==> src/rtl/vn_multi_packer.sv <==
// Multi-channel Von Neumann debiaser: pairs raw bits per channel and packs survivors LSB-first into words.
// Optional statistics outputs (stat_pairs, stat_bits) exist only when VN_STATS_EN is defined.
module vn_multi_packer #(
  parameter int N_CH  = 4,
  parameter int OUT_W = 32,
  parameter int CNT_W = 32
) (
  input  logic             clk,
  input  logic             rst,
  input  logic             enable,
  input  logic [N_CH-1:0]  raw_bit,
  input  logic [N_CH-1:0]  raw_valid,
  output logic [OUT_W-1:0] word_out,
  output logic             word_valid,
  input  logic             word_ready,
  output logic             drop_sticky
`ifdef VN_STATS_EN
  ,
  output logic [CNT_W-1:0] stat_pairs,
  output logic [CNT_W-1:0] stat_bits
`endif
);

  localparam int ACC_W = OUT_W + N_CH;
  localparam int CW    = $clog2(ACC_W + 1);
  localparam int KW    = $clog2(N_CH + 1);
  localparam logic [CW-1:0] OUT_W_C = CW'(OUT_W);
  localparam logic [CW:0]   ACC_W_C = (CW + 1)'(ACC_W);

  if (N_CH < 1 || N_CH > 8 || OUT_W < N_CH || (OUT_W % 8) != 0 || CNT_W < 1) begin : g_bad_param
    $error("vn_multi_packer: illegal parameter combination");
  end

  typedef enum logic {IDLE = 1'b0, HAVE_FIRST = 1'b1} pair_st_t;

  pair_st_t        st_q [N_CH];
  logic [N_CH-1:0] first_q;
  logic [N_CH-1:0] vb_q;
  logic [N_CH-1:0] vv_q;

  always_ff @(posedge clk or posedge rst) begin
    if (rst) begin
      for (int c = 0; c < N_CH; c++) st_q[c] <= IDLE;
      first_q <= '0;
      vb_q    <= '0;
      vv_q    <= '0;
    end else begin
      vv_q <= '0;
      for (int c = 0; c < N_CH; c++) begin
        if (!enable) begin
          st_q[c] <= IDLE;
        end else if (raw_valid[c]) begin
          case (st_q[c])
            IDLE: begin
              first_q[c] <= raw_bit[c];
              st_q[c]    <= HAVE_FIRST;
            end
            HAVE_FIRST: begin
              st_q[c] <= IDLE;
              // 01 -> 0, 10 -> 1: the surviving bit is the first of the pair
              if (first_q[c] != raw_bit[c]) begin
                vb_q[c] <= first_q[c];
                vv_q[c] <= 1'b1;
              end
            end
            default: st_q[c] <= IDLE;
          endcase
        end
      end
    end
  end

  logic [ACC_W-1:0] acc_q, acc_d, acc_t;
  logic [CW-1:0]    cnt_q, cnt_d, cnt_t;
  logic [OUT_W-1:0] word_q;
  logic             wvld_q;
  logic             drop_q;
  logic [N_CH-1:0]  cbits;
  logic [KW-1:0]    k;
  logic             xfer;
  logic             fit;
  logic             drop;

  always_comb begin
    cbits = '0;
    k     = '0;
    for (int c = 0; c < N_CH; c++) begin
      if (vv_q[c]) begin
        cbits = cbits | (N_CH'(vb_q[c]) << k);
        k     = k + KW'(1);
      end
    end

    xfer  = (cnt_q >= OUT_W_C) && (!wvld_q || word_ready);
    acc_t = xfer ? (acc_q >> OUT_W) : acc_q;
    cnt_t = xfer ? (cnt_q - OUT_W_C) : cnt_q;
    // Appends see the post-transfer fill level; an overflowing group is dropped whole
    fit   = ({1'b0, cnt_t} + (CW + 1)'(k)) <= ACC_W_C;

    acc_d = acc_t;
    cnt_d = cnt_t;
    drop  = 1'b0;
    if (k != '0) begin
      if (fit) begin
        acc_d = acc_t | (ACC_W'(cbits) << cnt_t);
        cnt_d = cnt_t + CW'(k);
      end else begin
        drop = 1'b1;
      end
    end
  end

  always_ff @(posedge clk or posedge rst) begin
    if (rst) begin
      acc_q  <= '0;
      cnt_q  <= '0;
      word_q <= '0;
      wvld_q <= 1'b0;
      drop_q <= 1'b0;
    end else begin
      acc_q <= acc_d;
      cnt_q <= cnt_d;
      if (xfer) begin
        word_q <= acc_q[OUT_W-1:0];
        wvld_q <= 1'b1;
      end else if (wvld_q && word_ready) begin
        wvld_q <= 1'b0;
      end
      if (drop) drop_q <= 1'b1;
    end
  end

  assign word_out    = word_q;
  assign word_valid  = wvld_q;
  assign drop_sticky = drop_q;

`ifdef VN_STATS_EN
  logic [KW-1:0]    npairs;
  logic [CNT_W-1:0] stat_pairs_q, stat_pairs_d;
  logic [CNT_W-1:0] stat_bits_q, stat_bits_d;
  logic [CNT_W:0]   pairs_sum, bits_sum;

  always_comb begin
    npairs = '0;
    for (int c = 0; c < N_CH; c++) begin
      if (enable && raw_valid[c] && st_q[c] == HAVE_FIRST) npairs = npairs + KW'(1);
    end
    pairs_sum    = {1'b0, stat_pairs_q} + (CNT_W + 1)'(npairs);
    bits_sum     = {1'b0, stat_bits_q} + (CNT_W + 1)'(fit ? k : '0);
    stat_pairs_d = pairs_sum[CNT_W] ? '1 : pairs_sum[CNT_W-1:0];
    stat_bits_d  = bits_sum[CNT_W] ? '1 : bits_sum[CNT_W-1:0];
  end

  always_ff @(posedge clk or posedge rst) begin
    if (rst) begin
      stat_pairs_q <= '0;
      stat_bits_q  <= '0;
    end else begin
      stat_pairs_q <= stat_pairs_d;
      stat_bits_q  <= stat_bits_d;
    end
  end

  assign stat_pairs = stat_pairs_q;
  assign stat_bits  = stat_bits_q;
`endif

endmodule
==> config.mk <==
export PLATFORM = sky130hd
export DESIGN_NAME = vn_multi_packer
export DESIGN_NICKNAME = d
export VERILOG_FILES = /design/src/rtl/vn_multi_packer.sv
export SDC_FILE = /design/constraint.sdc
export NUM_CORES = 1
export LEC_CHECK = 0
export CAP_MARGIN = 25
export CORE_MARGIN = 2
export CORE_UTILIZATION = 66
export CTS_BUF_LIST = sky130_fd_sc_hd__clkbuf_8
export CTS_CLUSTER_SIZE = 16
export DETAILED_ROUTE_END_ITERATION = 7
export DONT_BUFFER_PORTS = 1
export PLACE_DENSITY = 0.8
export SYNTH_ARGS = -nofsm -noshare
export SYNTH_HDL_FRONTEND = slang
export SYNTH_SLANG_ARGS = --single-unit
==> constraint.sdc <==
create_clock -name clk -period 5.1 [get_ports clk]
set_input_delay 1.02 -clock clk [delete_from_list [all_inputs] [get_ports clk]]
set_output_delay 1.02 -clock clk [all_outputs]
set_load 0.1 [all_outputs]
==> impl_metrics.ini <==
[run_status]
run_status = complete, no violations

[clock_network]
cts.sink_count = 92
cts-buffers-inserted = 9
htree_levels = 3
cts_tree = done
clock_tree.root_cell = sky130_fd_sc_hd__clkbuf_8
cts_resized = 0
clk_pin_slew_worst_paths_ns = 0.08
worst_skew_pair.late_latency_ns = 0.36
max-clock-path-buffers = 2
number_of_post_cts_setup_repair_buffers = 0
cts.hold.buffers_added = 0

[detailed_routing]
drtAntennaViolNets = 0
detailedRoute.firstIterationViolations = 232
dr.pass1.iters = 4
route.detailed.drc = 0
vias = 3044
route.detailed.wl_per_inst_microns = 18.0
route.final.wire_length_microns = 8550
viasPerCell = 6.39

[cells_and_area]
insertedDiodeCount = 0
area_delta_synth_final_pct = 5.55
layout-drive-gt1-share = 0.180
fin_nets = 413
final_design_area_no_fill_sq_um = 4710
finalCoreUtilization = 0.730
num-fill-cells = 464

[sta]
timing.slew.headroom = 0.369
setup_viol = 0
final.hold.worst_slack_ns = 0.486
timing.clock.skew_ns = 0.00984
report.final.slew_viol_count = 0
finalCritPeriodShare = 0.872
finalCriticalPeriod_ns = 4.45
tns_ns = 0
rsz0062_at_grt = false
finalHoldViolations = 0
worst_pin_slew_ns = 0.943
fmaxAchievable_mhz = 225

[setup_path]
critPathLaunch = vv_q[0]
crit_path_max_incr_delay_ns = 0.58
regToRegEndpoint = acc_q[34]
worstPathCellList = inv_1, ha_1, xnor2_1, inv_1, ha_1, nand2b_1, o21a_1, ha_1, a21o_1, a21oi_1, a31oi_1, a31oi_1, buf_4, a21boi_0, a22o_1
reg2reg_setup_slack_ns = 0.65
critical_path.endpoint_type = flip-flop
timing.critical_path.fanout_max = 16
critical_path.most_common_cell = sky130_fd_sc_hd__ha_1
worstSetupStartpointType = flip-flop
crit_end = acc_q[34]
crit_path_class = reg -> reg
worst_r2r_path_depth = 15
crit-reg2reg-launch = vv_q[0]
cp_data_arrival_time_ns = 4.74
critical_path.slowest_cell = sky130_fd_sc_hd__a31oi_1
crit_required_ns = 5.39

[global_routing]
grt_overflow = 0
grt_antenna_before_repair = 0
grt_start_max_net_pins = 50
first_global_vias = 3015
globalRouteTotalUtil = 0.249
first_pass_grt_wire_length_microns = 14400

[logic_synthesis]
synth-edff-count = 0
synth.area.top_cells = sky130_fd_sc_hd__dfrtp_1, sky130_fd_sc_hd__mux2_2, sky130_fd_sc_hd__nand2_1, sky130_fd_sc_hd__nor2_1, sky130_fd_sc_hd__a22o_1
synth-main-ff-cell = sky130_fd_sc_hd__dfrtp_1
synth.avg_cell_area_sq_um = 11.1
ys_seq_elements = 92
synth_cells = 401
top_cell_type_s_share_of_synthesized_area = 0.516
synth.distinct_cells = 64
synth_top_cell_by_area = sky130_fd_sc_hd__dfrtp_1
yosys.cell_count.top_type = sky130_fd_sc_hd__dfrtp_1
ys.warnings.count = 0
synth.yosys.seq_area_share = 0.516
syn_area_sq_um = 4470
synthTopCellsByCount = sky130_fd_sc_hd__dfrtp_1, sky130_fd_sc_hd__mux2_2, sky130_fd_sc_hd__nand2_1, sky130_fd_sc_hd__nor2_1, sky130_fd_sc_hd__o21ai_0
async_flop_share = 1.00
mappedNetlistNets = 420

[min_path]
worstHoldPathType = reg -> reg
min-delay-start = acc_q[5]

[place]
placed_area_sq_um = 4490
numPortBuffers = 0
place_hpwl_microns = 5990
gp_congestion = 0.815

[die]
std_cell_rows = 29
die_w_microns = 86.3
design.portCount = 46
floorplan.initialDensity = 0.691
core_area_sq_um = 6460
floorplan.die.height_microns = 86.3
die_area_sq_um = 7440

[power]
fin_total_pwr_uw = 1610
max-vdd-ir-drop_mv = 0.178
power.leakage_uw = 0.00216
power.density_cell_area_nw_per_um2 = 342

[job]
cap_violations = 0
==> how the worst min path moves through the flow <==
stage               slack [ns]        end  cells after the start
floorplan                 0.44  acc_q[15]                      2
global placement          0.46   acc_q[5]                      2
detailed placement        0.47   acc_q[5]                      2
CTS                       0.49   acc_q[5]                      2
global route              0.52  acc_q[31]                      1
finish                    0.49   acc_q[5]                      2
==> worst max-delay path, delay by kind of cell, from the launching register on <==
family | cells | cell delay, ns
compound gates | 7 | 1.91
fa+ha+maj | 3 | 1.07
buf+inv | 3 | 0.44
flops | 1 | 0.41
xor+xnor | 1 | 0.39
simple gates | 1 | 0.17
==> layout make-up <==
type | instances | area, sq um | area share
Multi-Input combinational cell | 275 | 2020 | 0.429
Clock buffer | 9 | 124 | 0.0263
Clock inverter | 7 | 97.6 | 0.0207
Inverter | 13 | 50.0 | 0.0106
Tap cell | 77 | 96.3 | 0.0204
Sequential cell | 92 | 2300 | 0.488
Timing Repair Buffer | 3 | 22.5 | 0.00478
==> report_power, final <==
| part | switching (uW) | total, uW | internal, uW |
|---|---|---|---|
| Combinational | 141 | 241 | 99.3 |
| Clock | 259 | 538 | 279 |
| Sequential | 65.8 | 835 | 769 |
==> cell usage in the layout, fill, tap and decap left out, types with 3 or more instances in the layout <==
| master | instances |
|---|---|
| sky130_fd_sc_hd__a21oi_1 | 9 |
| sky130_fd_sc_hd__a22o_1 | 11 |
| sky130_fd_sc_hd__a31oi_1 | 3 |
| sky130_fd_sc_hd__a32o_1 | 8 |
| sky130_fd_sc_hd__and2_1 | 6 |
| sky130_fd_sc_hd__buf_4 | 3 |
| sky130_fd_sc_hd__clkbuf_8 | 9 |
| sky130_fd_sc_hd__dfrtp_1 | 92 |
| sky130_fd_sc_hd__ha_1 | 6 |
| sky130_fd_sc_hd__inv_1 | 12 |
| sky130_fd_sc_hd__mux2_2 | 38 |
| sky130_fd_sc_hd__mux2i_1 | 7 |
| sky130_fd_sc_hd__nand2_1 | 37 |
| sky130_fd_sc_hd__nand2b_1 | 5 |
| sky130_fd_sc_hd__nand3_1 | 9 |
| sky130_fd_sc_hd__nand3b_1 | 3 |
| sky130_fd_sc_hd__nand4_1 | 6 |
| sky130_fd_sc_hd__nor2_1 | 30 |
| sky130_fd_sc_hd__nor2b_1 | 7 |
| sky130_fd_sc_hd__nor3_1 | 4 |
| sky130_fd_sc_hd__o21ai_0 | 18 |
| sky130_fd_sc_hd__or3_1 | 3 |
| sky130_fd_sc_hd__xnor2_1 | 9 |
| sky130_fd_sc_hd__xor2_1 | 7 |
==> routing by layer <==
layer | vias up | share of wire | global-route usage | wire [microns]
li1 | 1434 | - | - | -
met1 | 1529 | 0.44 | 0.325 | 3740
met2 | 71 | 0.51 | 0.413 | 4400
met3 | 10 | 0.037 | 0.0543 | 314
met4 | 0 | 0.011 | 0.0923 | 97
met5 | - | 0 | 0 | 0
==> cell families (layout without fill, tap and decap cells) <==
family	Yosys count	after routing	synth area share
buffers and inverters	34	32	0.0325
XOR/XNOR	16	16	0.0314
AND/OR/NAND/NOR	125	125	0.143
flip-flops	92	92	0.516
multiplexers	46	46	0.117
AO/OA/AOI/OAI	81	81	0.140
adder cells (fa/ha/maj)	7	7	0.0213
==> sequential cells by signal, indices dropped and copies added (netlist names) <==
register     count
word_out        32
vv_q             4
drop_sticky      1
word_valid       1
cnt_q            6
vb_q             4
first_q          4
st_q             4
acc_q           36
==> through the flow <==
step / worst slack (ns) / instances
after global placement: 0.772 / 459
after detailed placement: 0.758 / 460
final: 0.652 / 476
after floorplan: 1.50 / 401
after CTS: 0.692 / 476
after global routing: 0.276 / 476
(Power assumes the default switching activity.)
==> RTL edit (same settings) <==
Build with the macro `VN_STATS_EN` defined.
--- a/src/rtl/vn_multi_packer.sv
+++ b/src/rtl/vn_multi_packer.sv
@@ -1,5 +1,7 @@
 // Multi-channel Von Neumann debiaser: pairs raw bits per channel and packs survivors LSB-first into words.
 // Optional statistics outputs (stat_pairs, stat_bits) exist only when VN_STATS_EN is defined.
+`define VN_STATS_EN
+
 module vn_multi_packer #(
   parameter int N_CH  = 4,
   parameter int OUT_W = 32,
Check against the original RTL (old outputs only; new: stat_bits and stat_pairs): equivalent (equiv_simple and equiv_induct, registers matched by name and starting in step).
==> RTL edit against the unedited design <==
  * Final area increased by 81%
  * Total power is 100% higher
  * Sequential cell count increased by 64
  * Via count increased by 82%
  * Setup slack got worse by 450 ps
  * Count of clock-buffer cells in the layout up 10
  * Area after synthesis rose by 73%
  * Wire length increased by 92%
  * Critical endpoint is now stat_bits[23]
==> RTL edit: results (changes against the unedited design) <==
* Status: finished clean
* R2R depth at 22 (+7)
* Vias per inst at 6.24 (-2.5%)
* Seq/Total Area, Yosys at 0.506 (-0.0100)
* Worst EP arrival at 5250 ps (+510 ps)
* GRT Overall Usage at 0.271 (+0.0220)
* Clk pin slew, worst setup/hold paths at 80 ps (about the same)
* Leading register cell type out of synthesis: dfrtp_1
* Clock Skew at 10.3 ps (+0.414 ps)
* CP max FO at 11 (-5)
* Setup crit end: stat_bits[23]
* Most instantiated cells after synthesis: dfrtp_1, nand2_1, mux2_2
* Post-synthesis cell type count at 69 (+7.8%)
* Final wirelength at 16.4 mm (+92%)
* I/O Buffers at 0 (unchanged)
* Synthesized net count at 749 (+78%)
* Clk_lat worst skew at 460 ps (+100 ps)
* Via count of the first global-routing pass at 5605 (+86%)
* Final Non-Filler Cells at 889 (+87%)
* Nets at 763 (+85%)
* H-tree levels at 4 (+1)
* Tcrit/Tclk final at 0.960 (+0.0877)
* Global-route wire length before repair at 27.6 mm (+91%)
* RD Place Congestion at 0.911 (+12%)
* DRT iter0 DRCs at 322 (+39%)
* Largest net degree at the start of global routing at 142 (+180%)
* Initial antenna violation count at 0 (unchanged)
* Worst-case vdd ir drop at 0.000248 V (+40%)
* Ranking of synthesized cells by area: dfrtp_1, mux2_2, nand2_1
* Worst R2R Setup Slack at 200 ps (-450 ps)
* Worst slack, placed at 20.8 ps (-737 ps)
* Total CTS buffers at 17 (+8)
* DP Cell Count at 844 (+83%)
* Max transition margin at 0.279 (-0.0898)
* Share of post-route cells with drive strength above 1 at 0.176 (-0.00485)
* Leakage at 4.16 nW (+93%)
* Maximum clock path buffer count at 2 (unchanged)
* Drt pass-1 iters at 4 (unchanged)
* Hold Crit Class: input port to asynchronous set/reset pin
* Syn avg cell area at 10.7 sq um (-3.6%)
* CP startpoint: vv_q[0]
* Final count of hold timing violations at 0 (unchanged)
* Dpl hpwl at 11.1 mm (+86%)
* Fill cells at 786 (+69%)
-- RTL edit: cell families (layout without fill, tap and decap cells) --
logic type | Yosys count | count (layout) | synth area share
AND/OR/NAND/NOR | 263 | 263 | 0.176
flip-flops | 156 | 156 | 0.506
AO/OA/AOI/OAI | 120 | 120 | 0.111
XOR/XNOR | 60 | 60 | 0.0681
multiplexers | 54 | 54 | 0.0787
buffers and inverters | 48 | 75 | 0.0284
adder cells (fa/ha/maj) | 18 | 18 | 0.0321
-- RTL edit: timing repair --
action,4_1_cts,5_1_grt
gates resized for setup,2,19
buffers inserted,0,11
pin swaps,0,6
setup endpoints to repair,1,32
-- RTL edit: final cells by class --
class,count,area (sq um),area share
Tap cell,143,179,0.0210
Multi-Input combinational cell,515,3680,0.432
Inverter,21,82.6,0.00969
Timing Repair Buffer,22,223,0.0261
Sequential cell,156,3910,0.458
Clock buffer,19,262,0.0307
Clock inverter,13,185,0.0217
-- RTL edit: layer usage --
layer / vias up / GRT usage / part of all wire
li1: 2586 / - / -
met1: 2746 / 0.353 / 0.44
met2: 182 / 0.424 / 0.48
met3: 31 / 0.0929 / 0.061
met4: 0 / 0.102 / 0.020
met5: - / 0 / 0
-- RTL edit: worst min path at each step --
stage	start	to	slack, ps	cells after the start
2_1_floorplan	acc_q[34]	acc_q[34]	440	2
3_3_place_gp	acc_q[27]	acc_q[27]	470	2
3_5_place_dp	acc_q[34]	acc_q[34]	470	2
4_1_cts	rst	stat_pairs[3]	380	1
5_1_grt	rst	stat_pairs[6]	400	1
6_report	rst	stat_pairs[6]	400	1
-- RTL edit: worst max-delay path, cell delays in order (launching register included) --
cell       delay, ps
dfrtp_1          380
buf_4            140
ha_4             200
inv_1             90
mux2i_2          270
ha_1             220
nand2_1          100
xnor2_2          260
inv_1             80
ha_2             310
xnor2_2          230
o2bb2ai_1        170
a31oi_2          120
buf_4            170
a211oi_4         240
nor2_1           120
ha_1             290
a21o_1           110
a21oi_1          150
nor3_1           650
nand3_1          190
xor2_1           200
nand2_1           70
-- RTL edit: power breakdown --
part | leakage, nW | internal, mW | total (mW) | switching [mW]
combinational | 1.84 | 0.205 | 0.463 | 0.259
sequential | 2.09 | 1.33 | 1.78 | 0.456
clock | 0.229 | 0.563 | 1.03 | 0.467
-- RTL edit: per-stage QoR --
stage	total power [mW]	instance area, sq um
floorplan	2.10	7730
global placement	2.20	7850
detailed placement	2.22	7850
CTS	3.25	8300
global route	3.41	8520
finish	3.27	8520
